File: config.mk
export PLATFORM = sky130hd
export DESIGN_NAME = div_seq_flat
export DESIGN_NICKNAME = d
export VERILOG_FILES = /design/src/rtl/div_seq_if.sv /design/src/rtl/div_seq.sv /design/src/flat_wrapper.sv
export SDC_FILE = /design/constraint.sdc
export NUM_CORES = 1
export LEC_CHECK = 0
export ABC_AREA = 1
export CAP_MARGIN = 20
export CORE_ASPECT_RATIO = 1.25
export CORE_MARGIN = 5
export CORE_UTILIZATION = 25
export DETAILED_ROUTE_END_ITERATION = 12
export GPL_ROUTABILITY_DRIVEN = 0
export PLACE_DENSITY = 0.4
export RECOVER_POWER = 50
export SETUP_SLACK_MARGIN = 0.05
export SLEW_MARGIN = 10
export SYNTH_ARGS = -nofsm -noshare
export SYNTH_HDL_FRONTEND = slang
export SYNTH_SLANG_ARGS = --single-unit
File: constraint.sdc
create_clock -name clk -period 2.3 [get_ports clk]
set_input_delay 0.46 -clock clk [delete_from_list [all_inputs] [get_ports clk]]
set_output_delay 0.46 -clock clk [all_outputs]
set_load 0.005 [all_outputs]
File: src/rtl/div_seq_if.sv
// Request/result bundle between a pipeline stage and the sequential divider.
// The pipeline drives the request side (master); the divider answers (slave).
interface div_seq_if #(
  parameter int WIDTH = 32
);
  logic               start_i;
  logic               signed_i;
  logic               cancel_i;
  logic [WIDTH-1:0]   dividend_i;
  logic [WIDTH-1:0]   divider_i;
  logic [2*WIDTH-1:0] result_o;
  logic               success_o;
  logic               busy_o;
  logic               divZero_o;

  modport master (
    output start_i, signed_i, cancel_i, dividend_i, divider_i,
    input  result_o, success_o, busy_o, divZero_o
  );

  modport slave (
    input  start_i, signed_i, cancel_i, dividend_i, divider_i,
    output result_o, success_o, busy_o, divZero_o
  );
endinterface

File: src/rtl/div_seq.sv
// Multi-cycle restoring divider: WIDTH shift-subtract steps on magnitudes,
// followed by one step that applies the sign correction and publishes the result.
module div_seq #(
  parameter int WIDTH = 32
) (
  input  logic      clk,
  input  logic      rst,
  div_seq_if.slave  bus
);
  localparam int CW = $clog2(WIDTH + 1);

  typedef enum logic [1:0] {IDLE, DIVZERO, ON, END} state_t;

  state_t             state_reg;
  logic [CW-1:0]      count_reg;
  logic [WIDTH-1:0]   rem_reg;
  logic [WIDTH-1:0]   quo_reg;
  logic [WIDTH-1:0]   div_reg;
  logic               signed_reg;
  logic               sign_a_reg;
  logic               sign_b_reg;
  logic [2*WIDTH-1:0] result_reg;
  logic               success_reg;
  logic               busy_reg;
  logic               divzero_reg;

  logic [WIDTH-1:0]   abs_a;
  logic [WIDTH-1:0]   abs_b;
  logic [WIDTH:0]     shifted;
  logic               fits;
  logic [WIDTH-1:0]   diff;
  logic [WIDTH-1:0]   quo_fix;
  logic [WIDTH-1:0]   rem_fix;

  always_comb begin
    abs_a = bus.dividend_i;
    abs_b = bus.divider_i;
    if (bus.signed_i && bus.dividend_i[WIDTH-1]) abs_a = -bus.dividend_i;
    if (bus.signed_i && bus.divider_i[WIDTH-1])  abs_b = -bus.divider_i;
    shifted = {rem_reg, quo_reg[WIDTH-1]};
    fits    = shifted >= {1'b0, div_reg};
    // The partial remainder after a successful subtract is below the divisor,
    // so the low WIDTH bits of the difference are exact.
    diff    = shifted[WIDTH-1:0] - div_reg;
    quo_fix = (signed_reg && (sign_a_reg ^ sign_b_reg)) ? -quo_reg : quo_reg;
    rem_fix = (signed_reg && sign_a_reg) ? -rem_reg : rem_reg;
  end

  always_ff @(posedge clk) begin
    if (rst) begin
      state_reg   <= IDLE;
      count_reg   <= '0;
      rem_reg     <= '0;
      quo_reg     <= '0;
      div_reg     <= '0;
      signed_reg  <= 1'b0;
      sign_a_reg  <= 1'b0;
      sign_b_reg  <= 1'b0;
      result_reg  <= '0;
      success_reg <= 1'b0;
      busy_reg    <= 1'b0;
      divzero_reg <= 1'b0;
    end else if (state_reg != IDLE && bus.cancel_i) begin
      state_reg   <= IDLE;
      count_reg   <= '0;
      result_reg  <= '0;
      success_reg <= 1'b0;
      busy_reg    <= 1'b0;
      divzero_reg <= 1'b0;
    end else begin
      case (state_reg)
        IDLE: begin
          if (bus.start_i && !bus.cancel_i) begin
            busy_reg <= 1'b1;
            if (bus.divider_i == '0) begin
              state_reg <= DIVZERO;
            end else begin
              state_reg  <= ON;
              count_reg  <= '0;
              rem_reg    <= '0;
              quo_reg    <= abs_a;
              div_reg    <= abs_b;
              signed_reg <= bus.signed_i;
              sign_a_reg <= bus.signed_i & bus.dividend_i[WIDTH-1];
              sign_b_reg <= bus.signed_i & bus.divider_i[WIDTH-1];
            end
          end
        end
        DIVZERO: begin
          state_reg   <= END;
          result_reg  <= '0;
          success_reg <= 1'b1;
          divzero_reg <= 1'b1;
        end
        ON: begin
          if (count_reg == CW'(WIDTH)) begin
            state_reg   <= END;
            result_reg  <= {rem_fix, quo_fix};
            success_reg <= 1'b1;
          end else begin
            rem_reg   <= fits ? diff : shifted[WIDTH-1:0];
            quo_reg   <= {quo_reg[WIDTH-2:0], fits};
            count_reg <= count_reg + CW'(1);
          end
        end
        END: begin
          if (!bus.start_i) begin
            state_reg   <= IDLE;
            result_reg  <= '0;
            success_reg <= 1'b0;
            busy_reg    <= 1'b0;
            divzero_reg <= 1'b0;
          end
        end
        default: state_reg <= IDLE;
      endcase
    end
  end

  assign bus.result_o  = result_reg;
  assign bus.success_o = success_reg;
  assign bus.busy_o    = busy_reg;
  assign bus.divZero_o = divzero_reg;
endmodule

File: src/flat_wrapper.sv
// flat-port wrapper written by rule: the top's interface ports become plain ports
module div_seq_flat 
#(
  parameter int WIDTH = 32
)
  (clk, rst, bus_start_i, bus_signed_i, bus_cancel_i, bus_dividend_i, bus_divider_i, bus_result_o, bus_success_o, bus_busy_o, bus_divZero_o);
  div_seq_if #(.WIDTH(WIDTH)) bus_i ();
  input  logic clk;
  input  logic rst;
  input wire logic [$bits(bus_i.start_i)-1:0] bus_start_i;
  input wire logic [$bits(bus_i.signed_i)-1:0] bus_signed_i;
  input wire logic [$bits(bus_i.cancel_i)-1:0] bus_cancel_i;
  input wire logic [$bits(bus_i.dividend_i)-1:0] bus_dividend_i;
  input wire logic [$bits(bus_i.divider_i)-1:0] bus_divider_i;
  output wire logic [$bits(bus_i.result_o)-1:0] bus_result_o;
  output wire logic [$bits(bus_i.success_o)-1:0] bus_success_o;
  output wire logic [$bits(bus_i.busy_o)-1:0] bus_busy_o;
  output wire logic [$bits(bus_i.divZero_o)-1:0] bus_divZero_o;
  assign bus_i.start_i = bus_start_i;
  assign bus_i.signed_i = bus_signed_i;
  assign bus_i.cancel_i = bus_cancel_i;
  assign bus_i.dividend_i = bus_dividend_i;
  assign bus_i.divider_i = bus_divider_i;
  assign bus_result_o = bus_i.result_o;
  assign bus_success_o = bus_i.success_o;
  assign bus_busy_o = bus_i.busy_o;
  assign bus_divZero_o = bus_i.divZero_o;
  div_seq #(.WIDTH(WIDTH)) u_core (.clk(clk), .rst(rst), .bus(bus_i));
endmodule
==> impl_metrics.toml <==
[run_status]
status = "complete, no violations"

[clocking]
cts_buffers = 17
cts_sinks = 174
cts_max_level = 4
cts-root-buf = "clkbuf_16"
clockBufferDepth = 2
cts.clk_slew.worst_paths_ns = 0.07
cts_tree = "yes"
hold_buffers = 0
clock_latency_ns = 0.46

[sta]
period_share_pct = 93.5
max_slew_margin_pct = 54.3
finalSetupViolCount = 0
fmax_ghz = 0.465
min_period_ns = 2.15
rsz0062_at_grt = "no"
final_max_slew_viol_count = 0
skew_ns = 0.0107
hold_violations = 0
max_slew.worst_pin.slew_ns = 0.686
hold_slack_ns = 0.392

[setup_path]
cpMostUsedCell = "nand2_1"
path_class = "flip-flop to flip-flop"
path_buf_inv = 3
max_stage_delay_ns = 0.35
arrival_ns = 2.48
crit_slowest_cell = "dfxtp_1"
start_kind = "flip-flop"
endpoint_kind = "flip-flop"
reg2reg_from = "u_core.div_reg[6]$_SDFFE_PP0P_"
crit_chain = "inv_2 -> ha_4 -> nand2_1 -> nor2_1 -> buf_4 -> nand2_1 -> nand3b_4 -> nor2_4 -> nor2_4 -> nand2_4 -> buf_12 -> nand3_1 -> nand2_1 -> a21oi_2"
cp_num_cells = 14
critPathRequiredTime_ns = 2.63
endpoint = "u_core.rem_reg[29]$_SDFFE_PP0P_"
crit_path_start = "u_core.div_reg[6]$_SDFFE_PP0P_"
path_max_fanout = 8
reg2reg_setup_slack_ns = 0.15
rr_worst_depth = 14
r2r_end = "u_core.rem_reg[29]$_SDFFE_PP0P_"
crit_family = "simple AND/OR/NAND/NOR gates"

[detailed_routing]
drc_errors = 0
drtIter0Drc = 833
ant_nets = 0
m1WireLength_um = 22800
dr.pass1.iters = 5
wl_met3_um = 1310
wirelength_um = 55100
num_vias = 14808
post_drt_wl_per_cell_um = 17.2
viasPerCell = 4.61
dr_wl_met2_um = 29900
top_layer = "met4"

[min_path]
hold_path_class = "input pin to flip-flop"
hold_start = "rst"

[floorplan]
core_area_sq_mm = 0.0517
row_count = 93
die_w_um = 215
dieArea_sq_mm = 0.0571
initial_core_util_pct = 25.3
ios = 136
die_y_um = 266

[synthesis]
synth_top_family_by_area = "simple AND/OR/NAND/NOR gates"
yosys.area_share.simple_pct = 37.2
synth_warnings = 0
yosysUniqueCellTypes = 46
synth_most_common_cell = "nand2_1"
synth-seq-cells = 174
synth_top_area_share_pct = 26.6
yosysSeqAreaShare_pct = 26.6
synth_compound_area_share_pct = 15.5
synth_edf_count = 0
yosysTopAreaCell = "dfxtp_1"
async_flop_share_pct = 0
synthTopCellsByArea = "dfxtp_1, nand2_1, a21oi_1, inv_1, nand3_1"
synth_xor_area_share_pct = 4.75
syn_inst = 2191
synthesis.nets = 2303
yosys-top-cells-count = "nand2_1, inv_1, a21oi_1"
syn_area_sq_mm = 0.0131
ys.flop_type = "dfxtp_1"
synth.mux.area_fraction_pct = 0
synth_adder_area_share_pct = 4.17
postSynthAreaPerCell_sq_um = 5.97

[cells_and_area]
fin_area_sq_mm = 0.0184
finalNetCount = 2648
final_util_pct = 35.6
diodes = 0
largest_register_ff_count = 64
area_growth_pct = 40.6
drive_gt1_share_pct = 20.1

[global_route]
grt-ovfl-total = 0
grt_max_degree = 61
grt_antenna_before_repair = 0
grt_usage_pct = 18.6
grt_pass1_wl_um = 83500
grt_pass1_vias = 14434

[run]
maxCapViolCount = 0

[pwr]
irDropWorstVdd_mv = 0.529
p_leak_uw = 0.00872
powerDensity_mw_per_mm2 = 915
total_power_uw = 16800

[placed_design]
io_buffers = 135
hpwl_um = 45300
dpl-instance-area_sq_mm = 0.0169
==> per-layer routing <==
layer,GRT usage [%],up-vias
met5,0,-
met4,5.21,0
met3,1.99,45
met2,36.2,217
met1,21.5,6826
li1,-,7720
==> cell families after synthesis <==
family / Yosys count
buffers and inverters: 376
xor gates and xnor gates: 71
AOI/OAI and AO/OA: 386
adders and majority gates: 43
DFF: 174
and+or+nand+nor: 1141
==> power by group <==
group	leakage (uW)	internal, uW	switching [uW]
Clock	0.000302	1720	1410
Combinational	0.00699	3870	5980
Sequential	0.00142	3460	416
Total	0.00872	9040	7800
==> how the worst min path moves through the flow <==
stage | cells past startpoint | endpoint | slack, ns
after global placement | 2 | u_core.bus.result_o[62]$_SDFFE_PP0P_ | 0.45
after floorplan | 2 | u_core.div_reg[3]$_SDFFE_PP0P_ | 0.43
after global routing | 4 | u_core.bus.busy_o$_SDFFE_PP0P_ | 0.41
after detailed placement | 2 | u_core.bus.result_o[35]$_SDFFE_PP0P_ | 0.46
final | 4 | u_core.state_reg[1]$_SDFFE_PP0P_ | 0.39
after CTS | 4 | u_core.state_reg[1]$_SDFFE_PP0P_ | 0.38
==> tightest hold or removal path, delay by kind of cell <==
kind / cells / cell delay [ns]
buf+inv: 1 / 0.12
compound gates: 2 / 0.13
simple gates: 1 / 0.10
==> repair_timing <==
item | 4_1_cts | 5_1_grt
pin swaps | 3 | 28
gates resized for setup | 58 | 113
buffers inserted | 1 | 8
setup endpoints to repair | 34 | 53
cloned | 2 | 1
==> through the flow <==
| stage | setup slack [ns] | std cells | TNS, ns |
|---|---|---|---|
| finish | 0.148 | 3214 | 0 |
| global route | 0.0267 | 3214 | 0 |
| detailed placement | -0.482 | 3170 | -29.23 |
| CTS | 0.0510 | 3205 | 0 |
| floorplan | 0.327 | 2191 | 0 |
| global placement | -0.481 | 3170 | -26.22 |
==> cell type report <==
type	count	area [sq um]
Tap cell	665	832
Clock inverter	12	148
Multi-Input combinational cell	1641	8730
Timing Repair Buffer	404	3590
Inverter	298	1130
Fill cell	5760	33300
Clock buffer	20	467
Sequential cell	174	3510
==> cell usage in the layout, fill, tap and decap left out, drive strengths merged, types with 7 or more instances in the layout <==
cell type and count:
nand2 653, inv 298, buf 263, a21oi 230
nor2 214, nand3 211, dfxtp 174, o21ai 120
clkdlybuf4s50 67, dlygate4sd3 67, xor2 52, ha 42
nand4 27, clkbuf 26, xnor2 19, nor3 14
o211ai 10, clkinv 9, nand3b 7
Power figures use the tool's default switching activity.
==> RTL change: new RTL, same settings <==
`WIDTH` is set to 32 in 3 places; all go to 16.
--- a/src/rtl/div_seq_if.sv
+++ b/src/rtl/div_seq_if.sv
@@ -1,7 +1,7 @@
 // Request/result bundle between a pipeline stage and the sequential divider.
 // The pipeline drives the request side (master); the divider answers (slave).
 interface div_seq_if #(
-  parameter int WIDTH = 32
+  parameter int WIDTH = 16
 );
   logic               start_i;
   logic               signed_i;
--- a/src/rtl/div_seq.sv
+++ b/src/rtl/div_seq.sv
@@ -1,7 +1,7 @@
 // Multi-cycle restoring divider: WIDTH shift-subtract steps on magnitudes,
 // followed by one step that applies the sign correction and publishes the result.
 module div_seq #(
-  parameter int WIDTH = 32
+  parameter int WIDTH = 16
 ) (
   input  logic      clk,
   input  logic      rst,
--- a/src/flat_wrapper.sv
+++ b/src/flat_wrapper.sv
@@ -1,7 +1,7 @@
 // flat-port wrapper written by rule: the top's interface ports become plain ports
 module div_seq_flat 
 #(
-  parameter int WIDTH = 32
+  parameter int WIDTH = 16
 )
   (clk, rst, bus_start_i, bus_signed_i, bus_cancel_i, bus_dividend_i, bus_divider_i, bus_result_o, bus_success_o, bus_busy_o, bus_divZero_o);
   div_seq_if #(.WIDTH(WIDTH)) bus_i ();
Ports: changed (resized bus_dividend_i, bus_divider_i and bus_result_o); port bits go from 136 to 72. No check against the original RTL was run, so the function may have changed too.
==> RTL change against the unedited design <==
Final area down 57%; synthesized area down 52%; total power down 53%; largest power group unchanged; sequential share of layout area up 4.3 points; highest routed layer unchanged; sequential cell count down 81; wire length down 63%; worst setup slack better by 0.083 ns; clock power down 53%.
==> RTL change: results (changes against the unedited design) <==
Critical path
  – CP Max Fanout: 3 (was 8)
  – Worst r2r path cells: 15 (was 14)
  – Critical path arrival: 2.35 ns (was 2.48 ns)
  – R2R setup slack: 0.23 ns (was 0.15 ns)
  – Critical-path top delay cell: fa_1 (was dfxtp_1)

Placement
  – Placed cell area: 7690 µm² (was 16900 µm²)
  – Worst slack, placed: -0.0785 ns (was -0.482 ns)
  – Port bufs: 71 (was 135)

STA
  – Worst-Margin Slew: 0.780 ns (was 0.686 ns)

Routing
  – Wl on met1: 9150 µm (was 22800 µm)
  – Post-DR wirelength/cell: 14.2 µm (was 17.2 µm)
  – Via count: 6421 (was 14800)
  – Met3 wire length: 667 µm (was 1310 µm)

Pwr
  – Switching Fraction: 47.1% (was 46.3%)
  – Logic power comb: 4.37 mW (was 9.85 mW)
  – Internal: 4.18 mW (was 9.04 mW)
  – LEAKAGE: 3.64 nW (was 8.72 nW)
  – Maximum VDD drop: 391 µV (was 529 µV)

Logic synthesis
  – Area contributors post-synth: dfxtp_1, nand2_1, a21oi_1 (unchanged)
  – Post-Syn Area per Cell: 6.26 µm² (was 5.97 µm²)
  – Syn_nets: 1069 (was 2303)

Clock network
  – Total CTS buffers: 9 (was 17)
  – Post-CTS Setup Bufs: 0 (was 1)
  – Clk_lat worst skew: 0.35 ns (was 0.46 ns)

Finish
  – Fill count: 2878 (was 5760)
  – Layout Nets: 1168 (was 2648)
  – Number of flip-flops in the largest register: 32 (was 64)

Status
  – Status: complete, no violations (unchanged)

Global route
  – Vias in the first global route: 6269 (was 14400)
==> RTL change: what timing repair did <==
item	4_1_cts	5_1_grt
hold buffers	0	0
resized for setup	0	3
setup endpoints to repair	0	4
==> RTL change: worst min-delay path: stages, from the launching register on <==
cell	delay [ns]
dfxtp_1	0.31
nand2_1	0.06
a21oi_1	0.05
==> RTL change: routing by layer <==
layer  global-route usage, %  vias up
met4                    3.67        0
met1                    17.2     2870
met5                       0        -
met2                    25.7       99
met3                    2.36       12
li1                        -     3440
==> RTL change: layout make-up <==
type	count	area (µm²)	share of cell area, %
Inverter	135	510	6.41
Clock buffer	11	253	3.17
Tap cell	335	419	5.26
Clock inverter	4	31.3	0.393
Timing Repair Buffer	123	1150	14.5
Multi-Input combinational cell	742	3740	46.9
Sequential cell	93	1860	23.4
==> RTL change: cells by family after synthesis <==
logic type	after synthesis	share of synthesized area (%)
fa+ha+maj	27	5.49
simple gates	483	32.6
compound gates	192	15.8
xor+xnor	40	5.57
flops	93	29.6
buf+inv	170	10.9
==> RTL change: how the worst max path moves through the flow <==
| stage | startpoint | endpoint | slack (ns) |
|---|---|---|---|
| finish | u_core.quo_reg[15]$_SDFFE_PP0P_ | u_core.rem_reg[14]$_SDFFE_PP0P_ | 0.23 |
| global route | bus_divider_i[1] | u_core.rem_reg[1]$_SDFFE_PP0P_ | 0.04 |
| CTS | u_core.state_reg[1]$_SDFFE_PP0P_ | u_core.quo_reg[13]$_SDFFE_PP0P_ | 0.20 |
| detailed placement | bus_divider_i[0] | u_core.quo_reg[13]$_SDFFE_PP0P_ | -0.08 |
| global placement | bus_divider_i[0] | u_core.quo_reg[13]$_SDFFE_PP0P_ | -0.03 |
| floorplan | u_core.rem_reg[10]$_SDFFE_PP0P_ | u_core.rem_reg[4]$_SDFFE_PP0P_ | 0.52 |
